## config.mk

```make
export PLATFORM = sky130hd
export DESIGN_NAME = bcd_serial_subtractor
export DESIGN_NICKNAME = d
export VERILOG_FILES = /design/src/rtl/bcd_pkg.sv /design/src/rtl/bcd_digit_sub.sv /design/src/rtl/bcd_serial_subtractor.sv
export SDC_FILE = /design/constraint.sdc
export NUM_CORES = 1
export LEC_CHECK = 0
export ABC_AREA = 1
export CAP_MARGIN = 20
export CORE_ASPECT_RATIO = 1.2
export CORE_UTILIZATION = 40
export CTS_BUF_LIST = sky130_fd_sc_hd__clkbuf_16
export DETAILED_ROUTE_END_ITERATION = 16
export GPL_TIMING_DRIVEN = 1
export PLACE_DENSITY = 0.65
export SLEW_MARGIN = 15
export SYNTH_ARGS = -nofsm -noshare
export SYNTH_HDL_FRONTEND = slang
export SYNTH_SLANG_ARGS = --single-unit
```

## constraint.sdc

```tcl
create_clock -name clk -period 2.3 [get_ports clk]
set_input_delay 0.46 -clock clk [delete_from_list [all_inputs] [get_ports clk]]
set_output_delay 0.46 -clock clk [all_outputs]
set_load 0.05 [all_outputs]
```

## src/rtl/bcd_pkg.sv

```systemverilog
// Shared definitions for the decimal arithmetic datapath.
//   DIGIT_W : width of one packed-BCD digit
//   BCD_MAX : largest legal BCD digit value
//   state_t : control states of the digit-serial subtractor
//   is_bcd  : 1 when a digit lies in 0..9
package bcd_pkg;

  localparam int unsigned DIGIT_W = 4;
  localparam int unsigned BCD_MAX = 9;

  typedef enum logic [1:0] {
    IDLE = 2'd0,
    CALC = 2'd1,
    NEG  = 2'd2,
    DONE = 2'd3
  } state_t;

  function automatic logic is_bcd(input logic [DIGIT_W-1:0] digit);
    return digit <= DIGIT_W'(BCD_MAX);
  endfunction

endpackage

```

## src/rtl/bcd_digit_sub.sv

```systemverilog
// Combinational single-digit BCD subtract cell: d = a_d - b_d - bin, with
// borrow-and-add-ten correction.
//   a_d, b_d : minuend / subtrahend digit
//   bin      : borrow in
//   d        : result digit (truncated to 4 bits for illegal inputs)
//   bout     : borrow out
//   bad      : either input digit exceeds 9
module bcd_digit_sub
  import bcd_pkg::*;
(
  input  logic [DIGIT_W-1:0] a_d,
  input  logic [DIGIT_W-1:0] b_d,
  input  logic               bin,
  output logic [DIGIT_W-1:0] d,
  output logic               bout,
  output logic               bad
);

  localparam int unsigned T_W = DIGIT_W + 1;
  localparam logic [DIGIT_W-1:0] TEN = DIGIT_W'(10);

  logic [T_W-1:0] t;

  // t spans -16..15, so its MSB is the sign of the 5-bit result
  always_comb begin
    t    = {1'b0, a_d} - {1'b0, b_d} - T_W'(bin);
    bout = t[T_W-1];
    d    = bout ? (t[DIGIT_W-1:0] + TEN) : t[DIGIT_W-1:0];
    bad  = !is_bcd(a_d) || !is_bcd(b_d);
  end

endmodule

```

## src/rtl/bcd_serial_subtractor.sv

```systemverilog
// Digit-serial packed-BCD subtractor: diff = a - b - b_in, LS digit first,
// one digit per clock, valid/ready on both sides.
// Optional macro BCD_SUB_SIGNMAG_EN: negative results are re-negated in a NEG
// pass so diff holds the magnitude and neg flags the sign.
//   clk, rst_n           : clock, async active-low reset
//   in_valid / in_ready  : operand handshake (a, b, b_in)
//   out_valid / out_ready: result handshake (diff, b_out, err [, neg])
module bcd_serial_subtractor
  import bcd_pkg::*;
#(
  parameter int unsigned DIGITS = 4
) (
  input  logic                      clk,
  input  logic                      rst_n,
  input  logic                      in_valid,
  output logic                      in_ready,
  input  logic [DIGIT_W*DIGITS-1:0] a,
  input  logic [DIGIT_W*DIGITS-1:0] b,
  input  logic                      b_in,
  output logic                      out_valid,
  input  logic                      out_ready,
  output logic [DIGIT_W*DIGITS-1:0] diff,
  output logic                      b_out,
  output logic                      err
`ifdef BCD_SUB_SIGNMAG_EN
  ,
  output logic                      neg
`endif
);

  localparam int unsigned W     = DIGIT_W * DIGITS;
  localparam int unsigned IDX_W = (DIGITS > 1) ? $clog2(DIGITS) : 1;
  localparam logic [IDX_W-1:0] IDX_LAST = IDX_W'(DIGITS - 1);

  state_t state, state_nxt;

  logic [W-1:0]       a_q, b_q;
  logic               br_q;
  logic [IDX_W-1:0]   idx_q;
  logic [DIGIT_W-1:0] cell_a, cell_b, cell_d;
  logic               cell_bin, cell_bout, cell_bad;
  logic               accept, last;

  assign accept = in_valid && in_ready;
  assign last   = (idx_q == IDX_LAST);

  // Shared cell: operands in CALC, 0 - diff in NEG
  always_comb begin
    cell_a   = a_q[DIGIT_W-1:0];
    cell_b   = b_q[DIGIT_W-1:0];
    cell_bin = br_q;
`ifdef BCD_SUB_SIGNMAG_EN
    if (state == NEG) begin
      cell_a = '0;
      cell_b = diff[DIGIT_W-1:0];
    end
`endif
  end

  bcd_digit_sub u_cell (
    .a_d  (cell_a),
    .b_d  (cell_b),
    .bin  (cell_bin),
    .d    (cell_d),
    .bout (cell_bout),
    .bad  (cell_bad)
  );

  // State register
  always_ff @(posedge clk or negedge rst_n) begin
    if (!rst_n) state <= IDLE;
    else        state <= state_nxt;
  end

  // Next-state logic
  always_comb begin
    state_nxt = state;
    case (state)
      IDLE: if (accept) state_nxt = CALC;
      CALC: begin
        if (last) begin
`ifdef BCD_SUB_SIGNMAG_EN
          state_nxt = cell_bout ? NEG : DONE;
`else
          state_nxt = DONE;
`endif
        end
      end
`ifdef BCD_SUB_SIGNMAG_EN
      NEG:  if (last) state_nxt = DONE;
`endif
      DONE: if (out_ready) state_nxt = IDLE;
      default: state_nxt = IDLE;
    endcase
  end

  // Datapath and registered handshake outputs
  always_ff @(posedge clk or negedge rst_n) begin
    if (!rst_n) begin
      in_ready  <= 1'b1;
      out_valid <= 1'b0;
      a_q       <= '0;
      b_q       <= '0;
      br_q      <= 1'b0;
      idx_q     <= '0;
      diff      <= '0;
      b_out     <= 1'b0;
      err       <= 1'b0;
`ifdef BCD_SUB_SIGNMAG_EN
      neg       <= 1'b0;
`endif
    end else begin
      in_ready  <= (state_nxt == IDLE);
      out_valid <= (state_nxt == DONE);
      case (state)
        IDLE: begin
          if (accept) begin
            a_q   <= a;
            b_q   <= b;
            br_q  <= b_in;
            idx_q <= '0;
            err   <= 1'b0;
            b_out <= 1'b0;
`ifdef BCD_SUB_SIGNMAG_EN
            neg   <= 1'b0;
`endif
          end
        end
        CALC: begin
          a_q   <= a_q >> DIGIT_W;
          b_q   <= b_q >> DIGIT_W;
          // new digit enters at the top; after DIGITS shifts digit 0 is at [3:0]
          diff  <= (diff >> DIGIT_W) | (W'(cell_d) << (W - DIGIT_W));
          err   <= err | cell_bad;
          br_q  <= cell_bout;
          idx_q <= last ? '0 : idx_q + 1'b1;
          if (last) begin
            b_out <= cell_bout;
            br_q  <= 1'b0;  // negation pass starts with no borrow
          end
        end
`ifdef BCD_SUB_SIGNMAG_EN
        NEG: begin
          diff  <= (diff >> DIGIT_W) | (W'(cell_d) << (W - DIGIT_W));
          br_q  <= cell_bout;
          idx_q <= last ? '0 : idx_q + 1'b1;
          if (last) neg <= 1'b1;
        end
`endif
        default: ;
      endcase
    end
  end

endmodule

```

* After elaboration in Yosys (flattened, before gate mapping)
Index checks and enable logic that the tools add are counted.
** Storage, ports and cells
- Register bits :: 57
- Output and inout bits :: 20
- Word-level logic and storage cells :: 52
** Cells by class
- Add/subtract/negate cells :: 4
- $lt $le $gt $ge :: 2
- Eq/ne operators :: 6
- Mux-type cells :: 19
- Bitwise gates (word level) :: 2
- Reduce and logical (&&, ||, !) cells :: 9
** Operators by type and width (number)
- 16-bit case mux with 2 select lines :: 2
- 16-bit 2-to-1 mux :: 2
- 12-bit by 16-bit bitwise OR with 16-bit output :: 1
- 2-bit 2-to-1 mux :: 5
- 4-bit less-or-equal comparator (second input constant) :: 2
- 2-bit == test (second input constant) :: 3
- 1-bit case mux with 2 select lines :: 3
- 2-bit case mux with 3 select lines :: 1
- 4-bit by 4-bit subtractor with 5-bit output :: 1
- 5-bit by 1-bit subtractor with 5-bit output :: 1
- 4-bit adder (second input constant) :: 1
- 2-bit logical NOT :: 2
- 1-bit 2-to-1 mux :: 4
- 4-bit 2-to-1 mux :: 1
- 2-bit != test (second input constant) :: 2
- 2-bit case mux with 2 select lines :: 1
- 3-bit AND reduction :: 1
- 2-bit by 1-bit adder with 2-bit output (second input constant) :: 1
- 2-bit by 1-bit == test with 1-bit output (second input constant) :: 1
- 1-bit logical NOT :: 2
- 2-bit AND reduction :: 1
- 2-bit nonzero test :: 1
- 1-bit logical AND :: 1
- 1-bit logical OR :: 1
- 1-bit bitwise OR :: 1

* Longest topological paths before layout
Gate-level depths: netlist (run 1).
- Word-level depth :: 5
- Depth in mapped cells :: 13
- Depth with buffers taken out :: 13

* By module
A second synthesis (run 1) with hierarchy kept.
** Second synthesis, totals
- Cells, all modules :: 382
- Area, all modules :: 2971.6 um^2
** Modules (own cells, without submodules)
- bcd_serial_subtractor :: times used 1, cells each 325, area an instance 2598.7 um^2, seq. area each 1427.6 um^2
- bcd_digit_sub :: times used 1, cells each 57, area an instance 372.9 um^2, seq. area each 0.0 um^2

* Worst setup path after synthesis (run 1)
No wires, ideal clock.
- Kind :: reg2reg
- From :: register a_q[0]
- To :: register diff[14]
- Data arrival time :: 1.940 ns
- Data required time :: 2.168 ns
- Slack :: 0.228 ns
- Stages on the path, launching flop included :: 12
- Path buffers :: 0
- Clock period less this slack :: 2.072 ns
- Path through :: dfrtp_1 fa_1 fa_1 inv_1 nand2_1 and2_1 inv_1 ha_1 inv_1 nand2_1 nand3_1 o21ai_0
** Between the ends
- Cells in the longest elaborated chain, start to end :: 5
** Ends and longest elaborated chain
- start, declared :: line bcd_serial_subtractor.sv:37 : logic [W-1:0] a_q, b_q;
- start signal, assigned :: line bcd_serial_subtractor.sv:130 : a_q <= a_q >> DIGIT_W;
- 4-bit by 4-bit subtractor with 5-bit output (*) :: line bcd_digit_sub.sv:26 : t = {1'b0, a_d} - {1'b0, b_d} - T_W'(bin);
- 5-bit by 1-bit subtractor with 5-bit output (*) :: line bcd_digit_sub.sv:26
- 4-bit adder :: line bcd_digit_sub.sv:28 : d = bout ? (t[DIGIT_W-1:0] + TEN) : t[DIGIT_W-1:0];
- 4-bit 2-to-1 mux (*) :: line bcd_digit_sub.sv:28
- 12-bit by 16-bit bitwise OR with 16-bit output (*) :: line bcd_serial_subtractor.sv:133 : diff <= (diff >> DIGIT_W) | (W'(cell_d) << (W - DIGIT_W));
- end signal, assigned :: line bcd_serial_subtractor.sv:133
- end, declared :: line bcd_serial_subtractor.sv:22 : output logic [DIGIT_W*DIGITS-1:0] diff,
Every way passes the cells marked *; elsewhere a longest branch is shown, timed or not.
A chain may end at the register's enable or synchronous reset.

* Final worst setup path (run 1)
- From :: register a_q[0]
- To :: register diff[15]
The elaborated chain is that of the path after synthesis.

==> summary.txt, run 1 <==
CP required: 2510 ps
RR Startpoint: a_q[0]
Routed wire length per instance: 13.2 um
Gr ovfl total: 0
Initial Utilization: 42.4%
Fmax: 470 MHz
Buf/Inv on CP: 3
Drt pass-1 iters: 4
Layout Skew: 4.55 ps
Vias: 2134
Worst slew pin tran: 537 ps
Max-slew violation count: 0
Worst-skew pair later-pin latency: 330 ps
Post-synthesis sequential area ratio: 54.6%
CP max stage cell: fa_2
RSZ-0062 raised after global routing: no
FF+latch count, synth: 57
Synth Instances: 287
Status: completed
Gpl congestion: 0.771
Clock sinks: 57
Delay-heaviest family, CP: adder cells
Area leader, netlist: dfrtp_1
Final nets: 396
Commonest non-fill, non-tap cell in the layout: dfrtp_1
Layout area overhead: 34.9%
Crit Path Category: register to register
DRT iter0 DRCs: 91
Fraction of layout cells with a size suffix above 1: 9.32%
VDD IR max: 0.000745 V
I/O Buffers: 56
Rows: 31
Synth unique cells: 29
Crit-path cells: fa_2 -> fa_1 -> inv_1 -> nand2_1 -> and2_1 -> inv_1 -> ha_1 -> inv_1 -> nand3_1 -> nand2_1 -> nand3_1 -> nand2_1
Die H: 90.6 um
Clk buf depth: 2
CTS tree: yes
Crit path launch type: register
Commonest cells after routing, fill and taps aside: dfrtp_1 (56), clkdlybuf4s50_1 (55), nand2_1 (48), nor2_1 (41), inv_1 (30)
Antenna Violating Nets Remaining: 0
Core ar.: 6170 um^2
Fin. Hold Viols: 0
Final setup violation count: 0
Crit path launch: a_q[0]
Num ports: 57
Die area: 6870 um^2
Largest net degree at the start of global routing: 36
Worst Hold Class: primary input to async pin
HPWL Detailed: 3960 um
H-Tree Depth: 3
Final worst path period need: 2130 ps
Clock-pin slew on the worst setup and hold paths: 50 ps
Maxcap violations: 0
Vias in the first global route: 2145
ANT cells: 0
Syn. warnings: 0
Crit path max fanout: 2
Setup TNS Final: 0 ps
CTS Root Cell: clkbuf_16
Synthesized area: 2620 um^2
Post-synth top area share: 53.6%
Critical Path AT: 2340 ps
Number of vias per cell: 4.89
P_leak: 1.63 nW
First-pass GRT wire length: 9960 um
Crit-path max cell delay: 430 ps
Crit path capture type: register
Period utilization: 92.6%
Residual DRC: 0
Total power per unit cell area: 1770 nW/um^2
TritonCTS Buffers: 9
Slew margin rel.: 64.2%
Die width: 75.8 um
Synth top area cells: dfrtp_1 (54%), nand2_1 (6.9%), nor2_1 (5.9%)
Final WL: 5740 um
Fin area: 3530 um^2
Global-route usage over all layers: 19.4%
Initial antenna violation count: 0
Synthesized Nets: 334
Placed cell areas: 3260 um^2
Syn avg cell area: 9.12 um^2
worst register-to-register path, cell delays in order (launching register included):
cell and delay [ps]:
dfrtp_1 400, fa_2 430, fa_1 390, inv_1 60, nand2_1 60, and2_1 160
inv_1 50, ha_1 140, inv_1 60, nand3_1 80, nand2_1 50, nand3_1 70
nand2_1 50
flip-flops by register name, indices dropped and copies added, names as in the netlist:
register / cells
a_q: 16
b_out: 1
b_q: 16
br_q: 1
diff: 16
err: 1
idx_q: 2
in_ready: 1
out_valid: 1
state: 2
kinds of logic (layout without fill, tap and decap cells):
| group | after synthesis | count (layout) | synth area share, % |
|---|---|---|---|
| xor+xnor | 1 | 1 | 0.335 |
| buf+inv | 45 | 112 | 7.46 |
| simple gates | 120 | 120 | 19.9 |
| flops | 57 | 57 | 54.6 |
| compound gates | 54 | 54 | 12.3 |
| fa+ha+maj | 10 | 10 | 5.36 |
metal layers:
metal	part of all wire (%)	vias to the layer above	track usage (%)
met5	0	-	0
met2	50	53	30.2
met4	2.6	0	10.2
met1	44	1000	24.8
li1	-	1067	-
met3	3.5	14	3.91
where the power goes:
| part | internal, W | switching [W] | total [W] |
|---|---|---|---|
| registers | 0.00146 | 0.000268 | 0.00173 |
| logic | 0.00123 | 0.00213 | 0.00337 |
| clock network | 0.000712 | 0.000450 | 0.00116 |
synth_stat cells (all sizes together):
master and instances:
a21oi 5, dfrtp 56, a211oi 5, o22ai 15, buf 9, dfstp 1, nand2 49, o31ai 1
fa 2, nor3 13, nor2 43, nand3b 1, ha 8, a21o 1, nand3 13, a22o 3
o21ai 24, xnor2 1, and2 1, inv 34, clkbuf 2
through the flow:
step	power [W]	std cells	util, %	setup WS [ps]	hold WS (ps)
floorplan	0.00422	287	-	228	164
global placement	0.00500	420	52.9	165	455
detailed placement	0.00512	420	52.9	121	457
CTS	0.00632	436	57.2	95.0	126
global route	0.00684	436	57.2	8.58	161
finish	0.00626	436	57.2	170	112
path summary, 6_finish.rpt:
kind	to	slack (ps)	cells after the start
max reg2reg	diff[15]	170	12
min in group clk	diff[0]	470	2
min reg2reg	diff[0]	470	2
max in group asynchronous	a_q[3]	1600	2
max	diff[15]	170	12
min	diff[0]	110	1
cell type report:
type | instances | area [um^2]
fillers | 552 | 2640
flip-flops and latches | 57 | 1430
multi-input cells | 185 | 996
repair buffers | 62 | 613
clock buffers | 9 | 225
inverters | 34 | 128
well taps | 82 | 103
clock inverters | 7 | 37.5
what timing repair did:
item                       4_1_cts  5_1_grt
hold buffers                     0        0
buffers inserted                 0        0
setup endpoints to repair        0        3
gates resized for setup          0        1
Note: power is estimated with default switching activity, not from simulation.
==> run 2: changes to the inputs <==
--- a/config.mk
+++ b/config.mk
@@ -10,9 +10,11 @@
 export CORE_ASPECT_RATIO = 1.2
 export CORE_UTILIZATION = 40
 export CTS_BUF_LIST = sky130_fd_sc_hd__clkbuf_16
+export CTS_CLUSTER_SIZE = 20
 export DETAILED_ROUTE_END_ITERATION = 16
 export GPL_TIMING_DRIVEN = 1
 export PLACE_DENSITY = 0.65
+export SKIP_LAST_GASP = 1
 export SLEW_MARGIN = 15
 export SYNTH_ARGS = -nofsm -noshare
 export SYNTH_HDL_FRONTEND = slang
==> results of run 2 <==
Same layout as run 1: the final DEF is identical, and so are final timing and power.
==> run 3: changes to the inputs <==
--- a/config.mk
+++ b/config.mk
@@ -10,11 +10,10 @@
 export CORE_ASPECT_RATIO = 1.2
 export CORE_UTILIZATION = 40
 export CTS_BUF_LIST = sky130_fd_sc_hd__clkbuf_16
-export CTS_CLUSTER_SIZE = 20
+export CTS_CLUSTER_SIZE = 25
 export DETAILED_ROUTE_END_ITERATION = 16
-export GPL_TIMING_DRIVEN = 1
+export GPL_TIMING_DRIVEN = 0
 export PLACE_DENSITY = 0.65
-export SKIP_LAST_GASP = 1
 export SLEW_MARGIN = 15
 export SYNTH_ARGS = -nofsm -noshare
 export SYNTH_HDL_FRONTEND = slang
==> summary.txt, run 3 (synthesis results as in run 1) <==
Largest net degree at the start of global routing: 58
P_leak: 1.66 nW
Gpl congestion: 0.765
Met1 Resource Use GR: 25.7%
Setup Buffers After CTS: 0
Drt pass-1 iters: 4
Worst-skew pair later-pin latency: 320 ps
Antenna Violating Nets Remaining: 0
Rows: 31
Layer with the highest usage: met2
Residual DRC: 0
Final worst path period need: 2150 ps
First-pass GRT wire length: 10000 um
Slew margin rel.: 52.1%
Vias in the first global route: 2148
TritonCTS Buffers: 9
Layout area overhead: 36.9%
Commonest non-fill, non-tap cell in the layout: dfrtp_1
Layout fillers: 549
ANT cells: 0
Core ar.: 6170 um^2
I/O Buffers: 56
Final WL: 5960 um
Die width: 75.8 um
Fmax: 464 MHz
Period utilization: 93.6%
Clock sinks: 57
Final setup violation count: 0
Hold bufs inserted after CTS: 0
Crit path launch type: register
H-Tree Depth: 3
DRT iter0 DRCs: 88
Commonest cells after routing, fill and taps aside: dfrtp_1 (56), clkdlybuf4s50_1 (55), nand2_1 (47), nor2_1 (41), inv_1 (31)
Clk buf depth: 2
CP required: 2490 ps
R2R depth: 11
Vias: 2225
Setup TNS Final: 0 ps
Status: completed
Routed wire length per instance: 13.5 um
Crit path max fanout: 2
Worst slew pin tran: 719 ps
HPWL Detailed: 4170 um
Initial Utilization: 42.4%
Gr ovfl total: 0
Critical Path AT: 2340 ps
Fin. Hold Viols: 0
Crit path capture type: register
CTS Root Cell: clkbuf_16
Grt met2 use: 29.9%
Layout Skew: 3.99 ps
VDD IR max: 0.000797 V
Maxcap violations: 0
Total power per unit cell area: 1830 nW/um^2
Die area: 6870 um^2
Worst setup margin: 147 ps
Fraction of layout cells with a size suffix above 1: 9.50%
Die H: 90.6 um
R2R Setup Slk: 150 ps
Clock-pin slew on the worst setup and hold paths: 50 ps
Biggest regs: a_q: 16 flops, b_q: 16 flops, diff: 16 flops
Worst Hold Class: primary input to async pin
Met3 GRT Util: 5.92%
Placed cell areas: 3280 um^2
Global-route usage over all layers: 19.9%
Num ports: 57
Number of vias per cell: 5.06
Initial antenna violation count: 0
Max-slew violation count: 0
Crit Path Category: register to register
Final nets: 401
Pre-CTS setup slack: 86.9 ps
Fin area: 3580 um^2
CTS tree: yes
## run 3: cell count changes in the layout (fill, tap and decap cells not counted), moves of 2 or more
cell        before  now
clkbuf_1         0    2
bufinv_16        0    2
buf_4            5    2
buf_6            0    2
clkinv_2         3    0
buf_2            1    6
clkinvlp_4       2    0
## run 3: final cells by class
class | instances | area [um^2] | area share (%)
clock inverters | 6 | 75.1 | 2.10
inverters | 34 | 128 | 3.56
repair buffers | 56 | 558 | 15.6
multi-input cells | 185 | 998 | 27.9
flip-flops and latches | 57 | 1430 | 39.9
plain buffers | 11 | 67.6 | 1.89
clock buffers | 9 | 225 | 6.29
well taps | 82 | 103 | 2.86
## run 3: metrics by stage
step | util [%] | instances | hold WS [ps] | total power [W]
after CTS | 58.0 | 440 | 220 | 0.00658
after global routing | 58.1 | 440 | 243 | 0.00707
after global placement | 53.2 | 425 | 455 | 0.00509
after detailed placement | 53.1 | 425 | 458 | 0.00520
after floorplan | - | 287 | 164 | 0.00422
final | 58.1 | 440 | 196 | 0.00654
## run 3: worst paths after layout
check	end	from
max	diff[14]	a_q[0]
min in group clk	diff[0]	diff[0]
min reg2reg	diff[0]	diff[0]
min	diff[0]	rst_n
max in group asynchronous	a_q[11]	rst_n
max reg2reg	diff[14]	a_q[0]
## run 3: what timing repair did
action | CTS | global route
gates resized for setup | 0 | 2
endpoints found under the setup margin | 0 | 4
hold endpoints to repair | 0 | 0
## run 3: power breakdown
group	switching (W)	internal (W)
Combinational	0.00219	0.00127
Sequential	0.000276	0.00146
Clock	0.000423	0.000924
## run 3: critical path, stage by stage, from the launching register on
cell and delay [ps]:
dfrtp_1 390, fa_2 420, fa_1 400, inv_1 70, nand2_1 50, and2_1 170, inv_1 60, ha_1 220
inv_1 50, nand2_1 50, nand3_1 60, o21ai_0 70
## run 3: per-layer routing
metal / up-vias / share of wire, %
li1: 1080 / -
met1: 1050 / 43
met2: 82 / 49
met3: 13 / 5.6
met4: 0 / 2.5
met5: - / 0
